==> src/rtl/idecode_pkg.sv <==
// Shared decode types, opcode constants and the ARM32 instruction decode function.
// Latency: combinational (function only).
// Backpressure: none; pure decode. IDECODE_LDST_EN enables class-01 load/store decode.
package idecode_pkg;

    localparam logic [6:0] OP_NOP  = 7'b0000000;
    localparam logic [6:0] OP_HALT = 7'b0000001;
    localparam logic [6:0] OP_B    = 7'b1000000;
    localparam logic [6:0] OP_BL   = 7'b1000100;
    localparam logic [6:0] OP_BX   = 7'b1000001;
    localparam logic [6:0] OP_BLX  = 7'b1000101;

    // ALU base selects operand form; offset selects the operation.
    localparam logic [6:0] ALU_BASE_REG = 7'b0000000;
    localparam logic [6:0] ALU_BASE_IMM = 7'b0010000;
    localparam logic [6:0] ALU_BASE_RSH = 7'b0100000;
    localparam logic [6:0] ALU_OFS_ADD  = 7'd0;
    localparam logic [6:0] ALU_OFS_SUB  = 7'd1;
    localparam logic [6:0] ALU_OFS_CMP  = 7'd2;
    localparam logic [6:0] ALU_OFS_AND  = 7'd3;
    localparam logic [6:0] ALU_OFS_ORR  = 7'd4;
    localparam logic [6:0] ALU_OFS_EOR  = 7'd5;
    localparam logic [6:0] ALU_OFS_MOV  = 7'd8;

    typedef enum logic {ST_RUN, ST_HALTED} state_t;

    typedef struct packed {
        logic [3:0]  cond;
        logic [6:0]  opcode;
        logic        en_status;
        logic        halt;
        logic [3:0]  rn;
        logic [3:0]  rd;
        logic [3:0]  rs;
        logic [3:0]  rm;
        logic [1:0]  shift_op;
        logic [4:0]  imm5;
        logic [11:0] imm12;
        logic [23:0] imm24;
    } decoded_t;

    // Raw fields are always extracted; only opcode/halt depend on the class.
    // Anything not explicitly recognised falls through to OP_HALT with halt set.
    function automatic decoded_t decode(input logic [31:0] instr);
        decoded_t   d;
        logic [6:0] base;
        logic [6:0] ofs;
        logic       ofs_ok;
        d.cond      = instr[31:28];
        d.en_status = instr[20];
        d.rn        = instr[19:16];
        d.rd        = instr[15:12];
        d.rs        = instr[11:8];
        d.rm        = instr[3:0];
        d.shift_op  = instr[7:6];
        d.imm5      = instr[4:0];
        d.imm12     = instr[11:0];
        d.imm24     = instr[23:0];
        d.opcode    = OP_HALT;
        d.halt      = 1'b1;
        base        = ALU_BASE_REG;
        ofs         = ALU_OFS_ADD;
        ofs_ok      = 1'b1;
        case (instr[27:26])
            2'b00: begin
                if (instr[27:21] == 7'b0011001) begin
                    d.opcode = OP_NOP;
                    d.halt   = 1'b0;
                end else if (instr[27:21] == 7'b0001000) begin
                    d.opcode = OP_HALT;
                    d.halt   = 1'b1;
                end else if (instr[27:21] == 7'b0001001) begin
                    d.opcode = instr[5] ? OP_BLX : OP_BX;
                    d.halt   = 1'b0;
                end else begin
                    if (instr[25])     base = ALU_BASE_IMM;
                    else if (instr[4]) base = ALU_BASE_RSH;
                    case (instr[24:21])
                        4'b0100: ofs = ALU_OFS_ADD;
                        4'b0010: ofs = ALU_OFS_SUB;
                        4'b1010: ofs = ALU_OFS_CMP;
                        4'b0000: ofs = ALU_OFS_AND;
                        4'b1100: ofs = ALU_OFS_ORR;
                        4'b0001: ofs = ALU_OFS_EOR;
                        4'b1101: ofs = ALU_OFS_MOV;
                        default: ofs_ok = 1'b0;
                    endcase
                    if (ofs_ok) begin
                        d.opcode = base + ofs;
                        d.halt   = 1'b0;
                    end
                end
            end
            2'b10: begin
                if (instr[25:24] == 2'b10) begin
                    d.opcode = OP_B;
                    d.halt   = 1'b0;
                end else if (instr[25:24] == 2'b11) begin
                    d.opcode = OP_BL;
                    d.halt   = 1'b0;
                end
            end
`ifdef IDECODE_LDST_EN
            2'b01: begin
                d.opcode = {3'b101, instr[24:21]};
                d.halt   = 1'b0;
            end
`endif
            default: ;
        endcase
        return d;
    endfunction

endpackage

==> src/rtl/idecode_fifo.sv <==
// DEPTH-entry synchronous FIFO with occupancy count, flush and arbitrary-depth pointer wrap.
// Latency: write at edge N is readable after edge N; read data is the head combinationally.
// Backpressure: caller must not push when full or pop when empty; flush beats push/pop.
module idecode_fifo #(
    parameter int DEPTH = 2,
    parameter int W     = 8,
    localparam int CNT_W = $clog2(DEPTH + 1)
) (
    input  logic             clk,
    input  logic             rst,
    input  logic             flush,
    input  logic             push,
    input  logic [W-1:0]     wr_data,
    input  logic             pop,
    output logic [W-1:0]     rd_data,
    output logic [CNT_W-1:0] count,
    output logic             full,
    output logic             empty
);
    localparam int PTR_W = (DEPTH > 1) ? $clog2(DEPTH) : 1;
    localparam logic [PTR_W-1:0] LAST = PTR_W'(DEPTH - 1);

    logic [W-1:0]     mem [DEPTH];
    logic [PTR_W-1:0] wr_ptr;
    logic [PTR_W-1:0] rd_ptr;

    assign rd_data = mem[rd_ptr];
    assign full    = (count == CNT_W'(DEPTH));
    assign empty   = (count == '0);

    // Storage write; contents need no reset because emptiness is tracked by count.
    always_ff @(posedge clk) begin
        if (push && !flush && !rst) mem[wr_ptr] <= wr_data;
    end

    // Pointers and occupancy; reset and flush both return to empty.
    always_ff @(posedge clk) begin
        if (rst || flush) begin
            wr_ptr <= '0;
            rd_ptr <= '0;
            count  <= '0;
        end else begin
            if (push) wr_ptr <= (wr_ptr == LAST) ? '0 : wr_ptr + PTR_W'(1);
            if (pop)  rd_ptr <= (rd_ptr == LAST) ? '0 : rd_ptr + PTR_W'(1);
            case ({push, pop})
                2'b10:   count <= count + CNT_W'(1);
                2'b01:   count <= count - CNT_W'(1);
                default: count <= count;
            endcase
        end
    end

endmodule

==> src/rtl/idecode_queue.sv <==
// ARM32 decode stage: decodes fetch words and buffers them in a DEPTH-entry FIFO; sticky HALT.
// Latency: 1 cycle from push to out_valid; no same-cycle pass-through.
// Backpressure: in_ready low when full, HALTED, flushing or in reset. Build option: IDECODE_LDST_EN.
module idecode_queue
    import idecode_pkg::*;
#(
    parameter int DEPTH = 2,
    parameter int PC_W  = 32,
    localparam int CNT_W = $clog2(DEPTH + 1)
) (
    input  logic             clk,
    input  logic             rst,
    input  logic             in_valid,
    output logic             in_ready,
    input  logic [31:0]      in_instr,
    input  logic [PC_W-1:0]  in_pc,
    input  logic             flush,
    output logic             out_valid,
    input  logic             out_ready,
    output logic [PC_W-1:0]  out_pc,
    output logic [3:0]       out_cond,
    output logic [6:0]       out_opcode,
    output logic             out_en_status,
    output logic             out_halt,
    output logic [3:0]       out_rn,
    output logic [3:0]       out_rd,
    output logic [3:0]       out_rs,
    output logic [3:0]       out_rm,
    output logic [1:0]       out_shift_op,
    output logic [4:0]       out_imm5,
    output logic [11:0]      out_imm12,
    output logic [23:0]      out_imm24,
    output logic [CNT_W-1:0] count
);
    localparam int W = PC_W + $bits(decoded_t);

    state_t          state;
    state_t          state_nxt;
    decoded_t        in_dec;
    decoded_t        head_dec;
    logic [PC_W-1:0] head_pc;
    logic [W-1:0]    rd_data;
    logic            full;
    logic            empty;
    logic            push;
    logic            pop;

    assign in_dec    = decode(in_instr);
    assign in_ready  = !rst && (state == ST_RUN) && !full && !flush;
    assign push      = in_valid && in_ready;
    assign out_valid = !empty;
    assign pop       = out_valid && out_ready && !flush;

    idecode_fifo #(.DEPTH(DEPTH), .W(W)) u_fifo (
        .clk     (clk),
        .rst     (rst),
        .flush   (flush),
        .push    (push),
        .wr_data ({in_pc, in_dec}),
        .pop     (pop),
        .rd_data (rd_data),
        .count   (count),
        .full    (full),
        .empty   (empty)
    );

    // Zero the head view while empty so stale storage never leaks to the consumer.
    assign {head_pc, head_dec} = out_valid ? rd_data : '0;

    assign out_pc        = head_pc;
    assign out_cond      = head_dec.cond;
    assign out_opcode    = head_dec.opcode;
    assign out_en_status = head_dec.en_status;
    assign out_halt      = head_dec.halt;
    assign out_rn        = head_dec.rn;
    assign out_rd        = head_dec.rd;
    assign out_rs        = head_dec.rs;
    assign out_rm        = head_dec.rm;
    assign out_shift_op  = head_dec.shift_op;
    assign out_imm5      = head_dec.imm5;
    assign out_imm12     = head_dec.imm12;
    assign out_imm24     = head_dec.imm24;

    // RUN/HALTED state register.
    always_ff @(posedge clk) begin
        if (rst) state <= ST_RUN;
        else     state <= state_nxt;
    end

    // Halt after enqueuing a halting entry; only flush (or reset) resumes.
    always_comb begin
        state_nxt = state;
        if (flush) begin
            state_nxt = ST_RUN;
        end else if ((state == ST_RUN) && push && in_dec.halt) begin
            state_nxt = ST_HALTED;
        end
    end

endmodule

==> config.mk <==
export PLATFORM = sky130hd
export DESIGN_NAME = idecode_queue
export DESIGN_NICKNAME = d
export VERILOG_FILES = /design/src/rtl/idecode_pkg.sv /design/src/rtl/idecode_fifo.sv /design/src/rtl/idecode_queue.sv
export SDC_FILE = /design/constraint.sdc
export NUM_CORES = 1
export LEC_CHECK = 0
export BUFFER_PORTS_ARGS = -buffer_cell sky130_fd_sc_hd__buf_2
export CORE_MARGIN = 1
export CORE_UTILIZATION = 45
export CTS_CLUSTER_DIAMETER = 30
export CTS_CLUSTER_SIZE = 25
export DETAILED_ROUTE_END_ITERATION = 10
export PLACE_DENSITY = 0.75
export SYNTH_ARGS = -nofsm -noshare
export SYNTH_HDL_FRONTEND = slang
export SYNTH_SLANG_ARGS = --single-unit
export TNS_END_PERCENT = 30
==> constraint.sdc <==
create_clock -name clk -period 9.25 [get_ports clk]
set_input_delay 1.85 -clock clk [delete_from_list [all_inputs] [get_ports clk]]
set_output_delay 1.85 -clock clk [all_outputs]
set_load 0.01 [all_outputs]
==> metrics.yaml, run 1 <==
route.detailed.drc: 0
drv_slew: 0
io_buffers: 176
final_area_mm2: 0.00716
first_pass_iters: 4
postCtsSetupRepairBufs: 0
grt_max_degree: 69
clock-sinks: 142
antenna_found_initial: 0
track_usage_pct: 16.2
synth_area_per_cell_um2: 14.9
dieArea_mm2: 0.0136
viasPerCell: 4.81
end_kind: "primary output"
async_reset_ff_share_pct: 0
hold_viol_final: 0
n_antenna_cell: 0
place_ws_ps: 4760
first_global_vias: 3269
wirelength_um: 10800
setup_tns_ps: 0
clockBufferDepth: 2
synthFlopType: "edfxtp_1"
synthToLayoutAreaGrowth_pct: 21.3
ant_nets: 0
die_h_um: 117
cp_cell_sequence: "buf_2 -> or2_1 -> nor3_1 -> buf_2"
ios: 177
synth_edf_count: 136
yosysWarnings: 0
ys_seq_area_share_pct: 71.2
fin_crit_sh_pct: 48.5
core.rowCount: 41
critPathArrivalTime_ps: 2640
drv_cap: 0
cp_top_family: "simple AND/OR/NAND/NOR gates"
stdcell_count: 720
worst-slew-pin-transition_ps: 1170
clock_skew_ps: 4.53
post_dp_cell_area_mm2: 0.00667
vias: 3461
avgRoutedWirePerCell_um: 15.0
nets: 606
drive_gt1_share_pct: 38.3
post-route-min-period_ps: 4490
required_ps: 7400
slew_headroom_pct: 22.0
grt_pass1_wl_um: 16000
cts_tree: "yes"
cts_made_buffers: 17
rsz0062_at_grt: "no"
crit_buf_inv: 2
gp_congestion: 0.783
setup_viol: 0
synth-seq-cells: 142
die_w_um: 117
ctsHoldBuffers: 0
h-tree-depth: 4
clock-root-buffer: "clkbuf_16"
syn_nets: 465
post_cts_resized: 0
hold_class: "flop to flop"
design.core.area_mm2: 0.0127
place_hpwl_um: 7060
status: "complete, no violations"
clock_latency_ps: 410
synth_area_mm2: 0.00590
yosysUniqueCellTypes: 37
dp.cells: 689
gr-total-overflow: 0
ir_drop_mv: 0.120
hold_ws_ps: 504
leakage_nw: 2.76
path_class: "input port to primary output"
crit_path_top_delay_cell: "or2_1"
synth_cells: 395
p_per_area_mw_per_mm2: 188
cp_max_fo: 7
clk_pin_slew_ps: 50
path_common_cell: "buf_2"
cp-start-kind: "input port"
worst_slack_ps: 4760
start_util_pct: 46.4
max_freq_mhz: 223
crit_path_max_incr_delay_ps: 330
dr.first_iter.drc_count: 193
worst register-to-register path: stages (launching register included):
cell	delay, ps
dfxtp_1	380
nor2_4	610
buf_4	520
inv_1	110
nand2_1	200
nor2_1	80
ha_1	320
or3_1	360
a21oi_1	150
power breakdown:
group	internal [mW]	switching, mW
Clock	0.334	0.228
Combinational	0.0254	0.0360
Sequential	0.716	0.00400
worst paths after layout:
check                           slack, ps               to       startpoint  cells after the start
worst max-delay path                 4760         in_ready            flush                      4
worst min-delay path                  500             flop    u_fifo.rd_ptr                      2
worst max register to register       6460  u_fifo.count[1]  u_fifo.count[0]                      8
worst min register to register        500             flop    u_fifo.rd_ptr                      2
final cells by class:
cell class              count  area (um^2)
flip-flops and latches    142         4210
clock buffers              21          440
inverters                   4         15.0
multi-input cells         193         1340
fillers                  1039         5560
repair buffers            178          896
well taps                 172          215
clock inverters            10         50.0
kinds of logic (layout without fill, tap and decap cells):
group	after synthesis	count (layout)	synth area share (%)
buf+inv	60	213	6.44
simple gates	106	106	8.50
xor+xnor	6	6	0.890
mux	68	68	11.5
fa+ha+maj	1	1	0.212
flops	142	142	71.2
compound gates	12	12	1.19
metal layers:
layer | vias up | share of wire [%] | GRT usage, %
met1 | 1650 | 43 | 19.3
met3 | 13 | 6.0 | 5.50
li1 | 1679 | - | -
met4 | 0 | 1.1 | 5.47
met2 | 119 | 50 | 27.3
met5 | - | 0 | 0
state kept, by name (all words and copies together) (netlist names), named ones only:
signal / flops
state: 1
u_fifo.count: 2
u_fifo.mem: 136
u_fifo.rd_ptr: 1
u_fifo.wr_ptr: 1
cell usage in the layout, fill, tap and decap left out, types with 3 or more instances in the layout:
master and instances:
o21ai_0 3, a21oi_1 3, nand2b_1 4, clkbuf_16 17, dfxtp_1 5, xor2_1 4
edfxtp_1 136, buf_2 176, clkinv_2 7, clkbuf_1 4, inv_1 4, mux2i_1 68
nor2_1 76, nand2_1 4
synthesized netlist by cell type, types with 2 or more instances:
library cell | count | area share, %
buf_4 | 36 | 4.6
nor4_1 | 2 | 0.21
inv_1 | 4 | 0.25
nand2_1 | 4 | 0.25
a21oi_1 | 3 | 0.25
a31oi_1 | 2 | 0.21
xor2_1 | 4 | 0.59
nor4bb_1 | 2 | 0.34
dfxtp_1 | 6 | 2.0
edfxtp_1 | 136 | 69
o21ai_0 | 3 | 0.25
clkbuf_1 | 9 | 0.57
nor3_1 | 2 | 0.17
nor2_1 | 78 | 5.0
xnor2_1 | 2 | 0.30
and2_1 | 2 | 0.21
buf_2 | 10 | 0.85
nand2b_1 | 4 | 0.42
mux2i_1 | 68 | 12
stage by stage:
stage                     utilization, %  total power [mW]
after floorplan                        -             0.766
after global placement              52.4             0.792
after detailed placement            52.4             0.796
after CTS                           56.3              1.36
after global routing                56.3              1.39
final                               56.3              1.34
Note: power is estimated with default switching activity, not from simulation.
==> inputs of run 2 (changes only) <==
==> constraint.sdc (replaced) <==
create_clock -name clk -period 4.5 [get_ports clk]
set_input_delay 0.9 -clock clk [delete_from_list [all_inputs] [get_ports clk]]
set_output_delay 0.9 -clock clk [all_outputs]
set_load 0.01 [all_outputs]
==> run 2 against run 1 <==
  * Routed wire length increased by 0.94%
  * Setup slack worse by 3400 ps
  * Core utilization rose by 1.2 points
  * Count of clock-buffer cells in the layout decreased by 3
==> metrics.yaml, run 2 (synthesis results as in run 1) <==
status: "complete, no violations"
avgRoutedWirePerCell_um: 15.1
nets: 608
die_h_um: 117
cp-start-kind: "flop"
synthToLayoutAreaGrowth_pct: 24.0
ir_drop_mv: 0.192
n_antenna_cell: 0
antenna_found_initial: 0
vias: 3517
setup_viol: 0
clock-root-buffer: "clkbuf_16"
post_cts_resized: 0
drv_slew: 0
track_usage_pct: 16.3
wirelength_um: 10900
slew_headroom_pct: 31.6
design.core.area_mm2: 0.0127
place_hpwl_um: 7030
cp_cell_sequence: "buf_4 -> mux2i_1 -> nor2_1 -> buf_2"
p_per_area_mw_per_mm2: 418
worst-slew-pin-transition_ps: 1030
fin_crit_sh_pct: 70.7
ctsHoldBuffers: 0
route.detailed.drc: 0
end_kind: "primary output"
io_buffers: 176
path_class: "flop to primary output"
drv_cap: 0
gp_congestion: 0.821
required_ps: 3600
cp_max_fo: 58
viasPerCell: 4.86
core.rowCount: 41
h-tree-depth: 4
stdcell_count: 723
clock_latency_ps: 410
first_pass_iters: 4
dr.first_iter.drc_count: 178
clock_skew_ps: 6.87
crit_path_top_delay_cell: "dfxtp_4"
dieArea_mm2: 0.0136
most-common-layout-cells: "buf_2, edfxtp_1, nor2_1"
postCtsSetupRepairBufs: 0
critPathArrivalTime_ps: 2280
hold_depth: 2
grt_pass1_wl_um: 16300
max_freq_mhz: 314
setup_tns_ps: 0
power_mw: 3.06
first_global_vias: 3335
ant_nets: 0
largest_reg_flops: 136
die_w_um: 117
finish.utilization_pct: 57.5
cts_tree: "yes"
hold_viol_final: 0
ios: 177
gr-total-overflow: 0
cts_made_buffers: 17
rsz0062_at_grt: "no"
dp.cells: 691
layout_commonest_cell: "buf_2"
start_util_pct: 46.4
clockBufferDepth: 2
hold_class: "flop to flop"
clk_pin_slew_ps: 60
clock-sinks: 142
post-route-min-period_ps: 3180
regMostFlops: "u_fifo.mem"
reg2regPathDepth: 3
drive_gt1_share_pct: 39.2
crit_path_max_incr_delay_ps: 1010
grt_max_degree: 69
largestRegisters: "u_fifo.mem: 136 flops, u_fifo.count: 2 flops"
leakage_nw: 2.82
run 2: cell types whose count changed in the layout (fill, tap and decap cells not counted), sizes merged:
cell	previous run	this run
inv	4	6
clkinvlp	1	3
buf	178	180
bufinv	0	4
clkbuf	21	18
clkinv	9	5
run 2: through the flow:
step | instance area, um^2 | hold WS, ps | setup slack (ps)
2_1_floorplan | 5900 | 472 | 622
3_3_place_gp | 6700 | 491 | 1610
3_5_place_dp | 6700 | 506 | 1530
4_1_cts | 7320 | 522 | 1270
5_1_grt | 7320 | 549 | 1170
6_report | 7320 | 525 | 1320
run 2: worst paths after layout:
kind / startpoint / end / slack, ps
setup / recovery: flop / out_pc[27] / 1320
hold / removal: u_fifo.rd_ptr / u_fifo.rd_ptr / 520
setup reg to reg: u_fifo.count[0] / u_fifo.mem[1][23] / 2250
hold reg to reg: u_fifo.rd_ptr / u_fifo.rd_ptr / 520
run 2: layout make-up:
type | instances | area (um^2)
Multi-Input combinational cell | 193 | 1340
Fill cell | 1029 | 5410
Tap cell | 172 | 215
Sequential cell | 142 | 4210
Clock inverter | 14 | 190
Timing Repair Buffer | 180 | 923
Clock buffer | 18 | 429
Inverter | 4 | 15.0
run 2: layer usage:
metal  wire, um  vias up  track usage, %
li1           -     1683               -
met2       5720      129            29.3
met1       4470     1694            18.4
met4        129        0            7.01
met3        569       11            3.94
met5          0        -               0
run 2: power by group:
part	total, mW	internal [mW]	switching, mW
sequential	1.48	1.47	0.00787
combinational	0.127	0.0534	0.0739
clock	1.45	0.927	0.524
total	3.06	2.45	0.606
run 2: worst max-delay path: cells and delay by family, from the launching register on:
family                 cells  cell delay, ps
DFF                        1            1010
buffers and inverters      2             520
muxes                      1             250
and+or+nand+nor            1              60
